`src/rtl/ram_8_arbiter_if.sv`:
```
// Requester-side bus for ram_8_arbiter: one instance per requester.
// A requester holds req and operands until ack; ack is a one-cycle pulse with rdata valid.
interface ram_8_arbiter_if;
  logic        req;
  logic        we;
  logic [2:0]  addr;
  logic [15:0] wdata;
  logic        ack;
  logic [15:0] rdata;

  modport master (output req, we, addr, wdata, input ack, rdata);
  modport slave  (input req, we, addr, wdata, output ack, rdata);
endinterface

```
`src/rtl/ram_8_arbiter.sv`:
```
// Round-robin two-requester sequencer for the 8x16 register RAM (bram_ram_8).
// Optional RAM8_ARB_CLEAR_EN: after reset, zero all 8 words before accepting requests.
module ram_8_arbiter (
  input  logic               clk,
  input  logic               reset,
  ram_8_arbiter_if.slave     a,
  ram_8_arbiter_if.slave     b,
  output logic [15:0]        ram_in,
  output logic [2:0]         ram_address,
  output logic               ram_load,
  input  logic [15:0]        ram_out,
  output logic               busy,
  output logic [1:0]         state_dbg
);

  typedef enum logic [1:0] {
    S_CLEAR = 2'd0,
    S_IDLE  = 2'd1,
    S_SERVE = 2'd2,
    S_DONE  = 2'd3
  } state_t;

`ifdef RAM8_ARB_CLEAR_EN
  localparam state_t RESET_STATE = S_CLEAR;
  logic [2:0] clr_cnt;
`else
  localparam state_t RESET_STATE = S_IDLE;
`endif

  state_t      state, state_nx;
  logic        rr;          // 0: A wins a tie, 1: B wins a tie
  logic        grant_a, grant_b;
  logic        lat_id;      // 0: A, 1: B
  logic        lat_we;
  logic [2:0]  lat_addr;
  logic [15:0] lat_wdata;
  logic [15:0] a_rdata_q, b_rdata_q;

  always_comb begin
    grant_a = a.req & (~b.req | ~rr);
    grant_b = b.req & (~a.req | rr);
  end

  always_comb begin
    state_nx = state;
    case (state)
`ifdef RAM8_ARB_CLEAR_EN
      S_CLEAR: if (clr_cnt == 3'd7) state_nx = S_IDLE;
`endif
      S_IDLE:  if (grant_a | grant_b) state_nx = S_SERVE;
      S_SERVE: state_nx = S_DONE;
      S_DONE:  state_nx = S_IDLE;
      default: state_nx = S_IDLE;
    endcase
  end

  // RAM pins are idle (all zero) outside SERVE/CLEAR; load is killed by reset so
  // a transaction interrupted in SERVE never commits.
  always_comb begin
    ram_load    = 1'b0;
    ram_address = 3'd0;
    ram_in      = 16'd0;
    case (state)
      S_SERVE: begin
        ram_load    = lat_we;
        ram_address = lat_addr;
        ram_in      = lat_wdata;
      end
`ifdef RAM8_ARB_CLEAR_EN
      S_CLEAR: begin
        ram_load    = 1'b1;
        ram_address = clr_cnt;
      end
`endif
      default: ;
    endcase
    if (reset) ram_load = 1'b0;
  end

  always_ff @(posedge clk) begin
    if (reset) begin
      state     <= RESET_STATE;
      rr        <= 1'b0;
      lat_id    <= 1'b0;
      lat_we    <= 1'b0;
      lat_addr  <= 3'd0;
      lat_wdata <= 16'd0;
      a_rdata_q <= 16'd0;
      b_rdata_q <= 16'd0;
`ifdef RAM8_ARB_CLEAR_EN
      clr_cnt   <= 3'd0;
`endif
    end else begin
      state <= state_nx;
      if (state == S_IDLE && (grant_a | grant_b)) begin
        lat_id    <= grant_b;
        lat_we    <= grant_b ? b.we    : a.we;
        lat_addr  <= grant_b ? b.addr  : a.addr;
        lat_wdata <= grant_b ? b.wdata : a.wdata;
        rr        <= ~grant_b;
      end
      // A write captures the pre-write word, since ram_out is combinational.
      if (state == S_SERVE) begin
        if (lat_id) b_rdata_q <= ram_out;
        else        a_rdata_q <= ram_out;
      end
`ifdef RAM8_ARB_CLEAR_EN
      if (state == S_CLEAR) clr_cnt <= clr_cnt + 3'd1;
`endif
    end
  end

  always_comb begin
    a.ack     = (state == S_DONE) & ~lat_id & ~reset;
    b.ack     = (state == S_DONE) &  lat_id & ~reset;
    a.rdata   = a_rdata_q;
    b.rdata   = b_rdata_q;
    busy      = (state != S_IDLE);
    state_dbg = state;
  end

endmodule

```
`src/flat_wrapper.sv`:
```
// flat-port wrapper written by rule: the top's interface ports become plain ports
module ram_8_arbiter_flat 
  (clk, reset, ram_in, ram_address, ram_load, ram_out, busy, state_dbg, a_req, a_we, a_addr, a_wdata, a_ack, a_rdata, b_req, b_we, b_addr, b_wdata, b_ack, b_rdata);
  ram_8_arbiter_if a_i ();
  ram_8_arbiter_if b_i ();
  input  logic clk;
  input  logic reset;
  output logic [15:0] ram_in;
  output logic [2:0] ram_address;
  output logic ram_load;
  input  logic [15:0] ram_out;
  output logic busy;
  output logic [1:0] state_dbg;
  input wire logic [$bits(a_i.req)-1:0] a_req;
  input wire logic [$bits(a_i.we)-1:0] a_we;
  input wire logic [$bits(a_i.addr)-1:0] a_addr;
  input wire logic [$bits(a_i.wdata)-1:0] a_wdata;
  output wire logic [$bits(a_i.ack)-1:0] a_ack;
  output wire logic [$bits(a_i.rdata)-1:0] a_rdata;
  input wire logic [$bits(b_i.req)-1:0] b_req;
  input wire logic [$bits(b_i.we)-1:0] b_we;
  input wire logic [$bits(b_i.addr)-1:0] b_addr;
  input wire logic [$bits(b_i.wdata)-1:0] b_wdata;
  output wire logic [$bits(b_i.ack)-1:0] b_ack;
  output wire logic [$bits(b_i.rdata)-1:0] b_rdata;
  assign a_i.req = a_req;
  assign a_i.we = a_we;
  assign a_i.addr = a_addr;
  assign a_i.wdata = a_wdata;
  assign a_ack = a_i.ack;
  assign a_rdata = a_i.rdata;
  assign b_i.req = b_req;
  assign b_i.we = b_we;
  assign b_i.addr = b_addr;
  assign b_i.wdata = b_wdata;
  assign b_ack = b_i.ack;
  assign b_rdata = b_i.rdata;
  ram_8_arbiter u_core (.clk(clk), .reset(reset), .a(a_i), .b(b_i), .ram_in(ram_in), .ram_address(ram_address), .ram_load(ram_load), .ram_out(ram_out), .busy(busy), .state_dbg(state_dbg));
endmodule
```
`config.mk`:
```
export PLATFORM = sky130hd
export DESIGN_NAME = ram_8_arbiter_flat
export DESIGN_NICKNAME = d
export VERILOG_FILES = /design/src/rtl/ram_8_arbiter_if.sv /design/src/rtl/ram_8_arbiter.sv /design/src/flat_wrapper.sv
export SDC_FILE = /design/constraint.sdc
export NUM_CORES = 1
export LEC_CHECK = 0
export CAP_MARGIN = 5
export CELL_PAD_IN_SITES_DETAIL_PLACEMENT = 0
export CELL_PAD_IN_SITES_GLOBAL_PLACEMENT = 1
export CORE_MARGIN = 1.5
export CORE_UTILIZATION = 31
export CTS_BUF_LIST = sky130_fd_sc_hd__clkbuf_8
export DETAILED_ROUTE_END_ITERATION = 7
export PLACE_DENSITY = 0.92
export SETUP_SLACK_MARGIN = 0.05
export SLEW_MARGIN = 10
export SYNTH_ARGS = -nofsm -noshare
export SYNTH_HDL_FRONTEND = slang
export SYNTH_SLANG_ARGS = --single-unit
```
`constraint.sdc`:
```
create_clock -name clk -period 3.7 [get_ports clk]
set_clock_uncertainty 0.15 [all_clocks]
set_input_delay 0.74 -clock clk [delete_from_list [all_inputs] [get_ports clk]]
set_output_delay 0.74 -clock clk [all_outputs]
set_load 0.05 [all_outputs]
```
==> metrics.json <==
{
  "tritoncts.num_buffers": 5,
  "min_period_over_period": 0.8987,
  "net-switching-power_uw": 619.0,
  "startpoint_type": "flip-flop",
  "max_freq_mhz": 300.7,
  "netlist_top_cells_area": "sky130_fd_sc_hd__dfxtp_1, sky130_fd_sc_hd__nand2_1, sky130_fd_sc_hd__a311oi_1",
  "worst_hold_path_type": "flip-flop to flip-flop",
  "synth_fp_nets": 373,
  "edff_count_synth": 0,
  "critical_path.reg2reg.endpoint": "u_core.a.rdata[12]",
  "rr_worst_depth": 5,
  "final.fill_count": 766,
  "post_cts_resize_count": 0,
  "grt_util_all_layers": 0.1731,
  "worstSkewPairLatency_ps": 300,
  "die_area_um2": 8379,
  "clock_path_buffers": 2,
  "synth.top_cells.by_count": "sky130_fd_sc_hd__nand2_1, sky130_fd_sc_hd__dfxtp_1, sky130_fd_sc_hd__a21oi_1",
  "maximum_number_of_pins_on_one_net_before_global_route_repair": 44,
  "cellInternalPower_mw": 1.055,
  "number_of_post_cts_setup_repair_buffers": 0,
  "gp_congestion": 0.7502,
  "fraction_of_layout_cells_with_a_size_suffix_above_1": 0.04177,
  "synth-seq-cells": 56,
  "status": "finished clean",
  "min_delay_worst_endpoint": "u_core.a.rdata[11]",
  "number_of_antenna_violations_at_the_first_check_in_global_routing": 0,
  "yosysMostFrequentCell": "sky130_fd_sc_hd__nand2_1",
  "power.share.clock": 0.192,
  "max_slew.worst_pin.slew_ps": 884.6,
  "port_buffers": 116,
  "cts_num_sinks": 56,
  "wire_per_inst_um": 14.24,
  "count_of_unique_library_cells_instantiated_by_yosys": 27,
  "swShare": 0.3697,
  "vias": 2476,
  "max_cap_viol_count": 0,
  "vias_in_the_first_global_route": 2302,
  "drtIter0Drc": 86,
  "slew_viols_final": 0,
  "drt_first_pass_iters": 4,
  "worstSetupPathType": "flip-flop to output pin",
  "critPathRequiredTime_ps": 2810,
  "cp_max_fo": 24,
  "endpoint_kind": "output pin",
  "tritoncts": "yes",
  "clk_pin_slew_worst_paths_ps": 90,
  "final.hold.worst_slack_ps": 308.8,
  "grt_overflow": 0,
  "syn_avg_cell_area_um2": 7.864,
  "total_number_of_placement_rows": 32,
  "holdPathStages": 2,
  "route.detailed.vias_per_inst": 4.864,
  "final_net_count": 471,
  "setup_viol_count_final": 0,
  "cts_hold_buf": 0,
  "die_y_um": 91.54,
  "grt_setup_unrepaired": "no",
  "power.ir.vdd_worst_uv": 238.9,
  "design.core.area_um2": 7647,
  "cellLeakagePower_nw": 1.278,
  "routed_wirelength_um": 7250,
  "fin_setup_tns_ps": 0,
  "ff_to_ff_setup_slack_ps": 1340,
  "crit-reg2reg-launch": "u_core.state_dbg[0]",
  "antenna_fix_cells": 0,
  "synthesis_to_layout_area_growth_pct": 52.11,
  "antenna_left": 0,
  "seq_area_frac_synth": 0.4614,
  "initial_cell_density_of_the_core": 0.3177,
  "yosys_warnings": 0,
  "cell_area_after_synthesis_um2": 2430,
  "share_comb_of_total_power": 0.366,
  "final_critical_period_ps": 3325,
  "final_number_of_hold_violating_endpoints": 0,
  "yosys.area.top_type_share": 0.4614,
  "clk_root_buffer_cell": "sky130_fd_sc_hd__clkbuf_8",
  "dieWidth_um": 91.54,
  "cts-htree-levels": 2,
  "pwr-share-seq": 0.442,
  "top_level_ports": 117,
  "power.density_cell_area_nw_per_um2": 453.1,
  "grt_pass1_wl_um": 11640,
  "drc_errors": 0,
  "max-slew-margin-rel": 0.4103,
  "synthDominantAreaCellType": "sky130_fd_sc_hd__dfxtp_1",
  "synthCells": 309,
  "worst_hold_startpoint": "u_core.a.rdata[11]",
  "synth_async_sr_flop_share": 0,
  "critPathArrivalTime_ps": 2440,
  "synth_flop_cell": "sky130_fd_sc_hd__dfxtp_1",
  "dp_hpwl_um": 5038
}
## cells in the final DEF, fill, tap and decap left out, drive strengths merged, types with 3 or more instances in the layout
cell type      synthesis  final
nand3                 20     20
clkbuf                17      5
ha                     4      4
o21ai                 20     20
nor2                  23     23
clkdlybuf4s50          0    115
nand2                 67     67
and2                  20     20
a21oi                 33     33
inv                    4      4
dfxtp                 56     56
nand2b                 3      3
a311oi                21     21
buf                   12      5
## power by group through the flow
stage / Combinational [mW] / Sequential [mW] / Clock, mW
after floorplan: 0.335 / 0.822 / 0
after global placement: 0.606 / 0.754 / 0
after detailed placement: 0.617 / 0.752 / 0
after CTS: 0.619 / 0.739 / 0.335
after global routing: 0.672 / 0.753 / 0.361
final: 0.613 / 0.740 / 0.321
## worst max-delay path, cell delays in order, from the launching register on
cell and delay [ps]:
sky130_fd_sc_hd__dfxtp_1 360, sky130_fd_sc_hd__inv_1 100, sky130_fd_sc_hd__ha_1 640, sky130_fd_sc_hd__and2_1 230, sky130_fd_sc_hd__clkdlybuf4s50_1 810
## cell families after synthesis
| family | Yosys count | synth area share |
|---|---|---|
| mux | 1 | 0.006177 |
| fa+ha+maj | 4 | 0.02060 |
| simple gates | 138 | 0.2570 |
| buf+inv | 33 | 0.06024 |
| flops | 56 | 0.4614 |
| compound gates | 77 | 0.1946 |
## how the worst max path moves through the flow
| stage | from | end | slack, ps | cells past startpoint |
|---|---|---|---|---|
| CTS | u_core.state_dbg[0] | ram_address[2] | 330 | 4 |
| floorplan | reset | a_ack | 590 | 3 |
| global route | u_core.state_dbg[0] | ram_load | 120 | 5 |
| global placement | reset | a_ack | 720 | 3 |
| finish | u_core.state_dbg[0] | ram_in[15] | 370 | 4 |
| detailed placement | u_core.state_dbg[0] | ram_load | 670 | 5 |
## through the flow
| stage | utilization | worst slack, ps | power [mW] | cells | instance area (µm²) |
|---|---|---|---|---|---|
| after floorplan | - | 591.6 | 1.157 | 309 | 2430 |
| after global placement | 0.4723 | 719.4 | 1.360 | 502 | 3612 |
| after detailed placement | 0.4723 | 673.0 | 1.370 | 502 | 3612 |
| after CTS | 0.4830 | 325.4 | 1.693 | 509 | 3694 |
| after global routing | 0.4833 | 120.0 | 1.787 | 509 | 3696 |
| final | 0.4833 | 375.0 | 1.675 | 509 | 3696 |
## flip-flops by register name, summed over array words and instances (netlist names)
signal,flops
u_core.a.rdata,16
u_core.b.rdata,16
u_core.lat_wdata,16
u_core.lat_addr,3
u_core.state_dbg,2
u_core.lat_id,1
u_core.lat_we,1
u_core.rr,1
## layer usage
layer | up-vias | track usage | part of all wire
li1 | 1240 | - | -
met1 | 1156 | 0.2325 | 0.46
met2 | 78 | 0.2823 | 0.48
met3 | 2 | 0.03853 | 0.055
met4 | 0 | 0.03776 | 0.0036
met5 | - | 0 | 0
## final cells by class
cell class                      count  area, µm²  share of cell area
Multi-Input combinational cell    220       1165              0.3152
Tap cell                          102      127.6             0.03453
Inverter                            4      15.01            0.004062
Clock inverter                      2      12.51            0.003385
Clock buffer                        5      68.82             0.01862
Sequential cell                    56       1121              0.3033
Timing Repair Buffer              120       1186              0.3209
No activity file was read; power rests on OpenSTA's default activity.
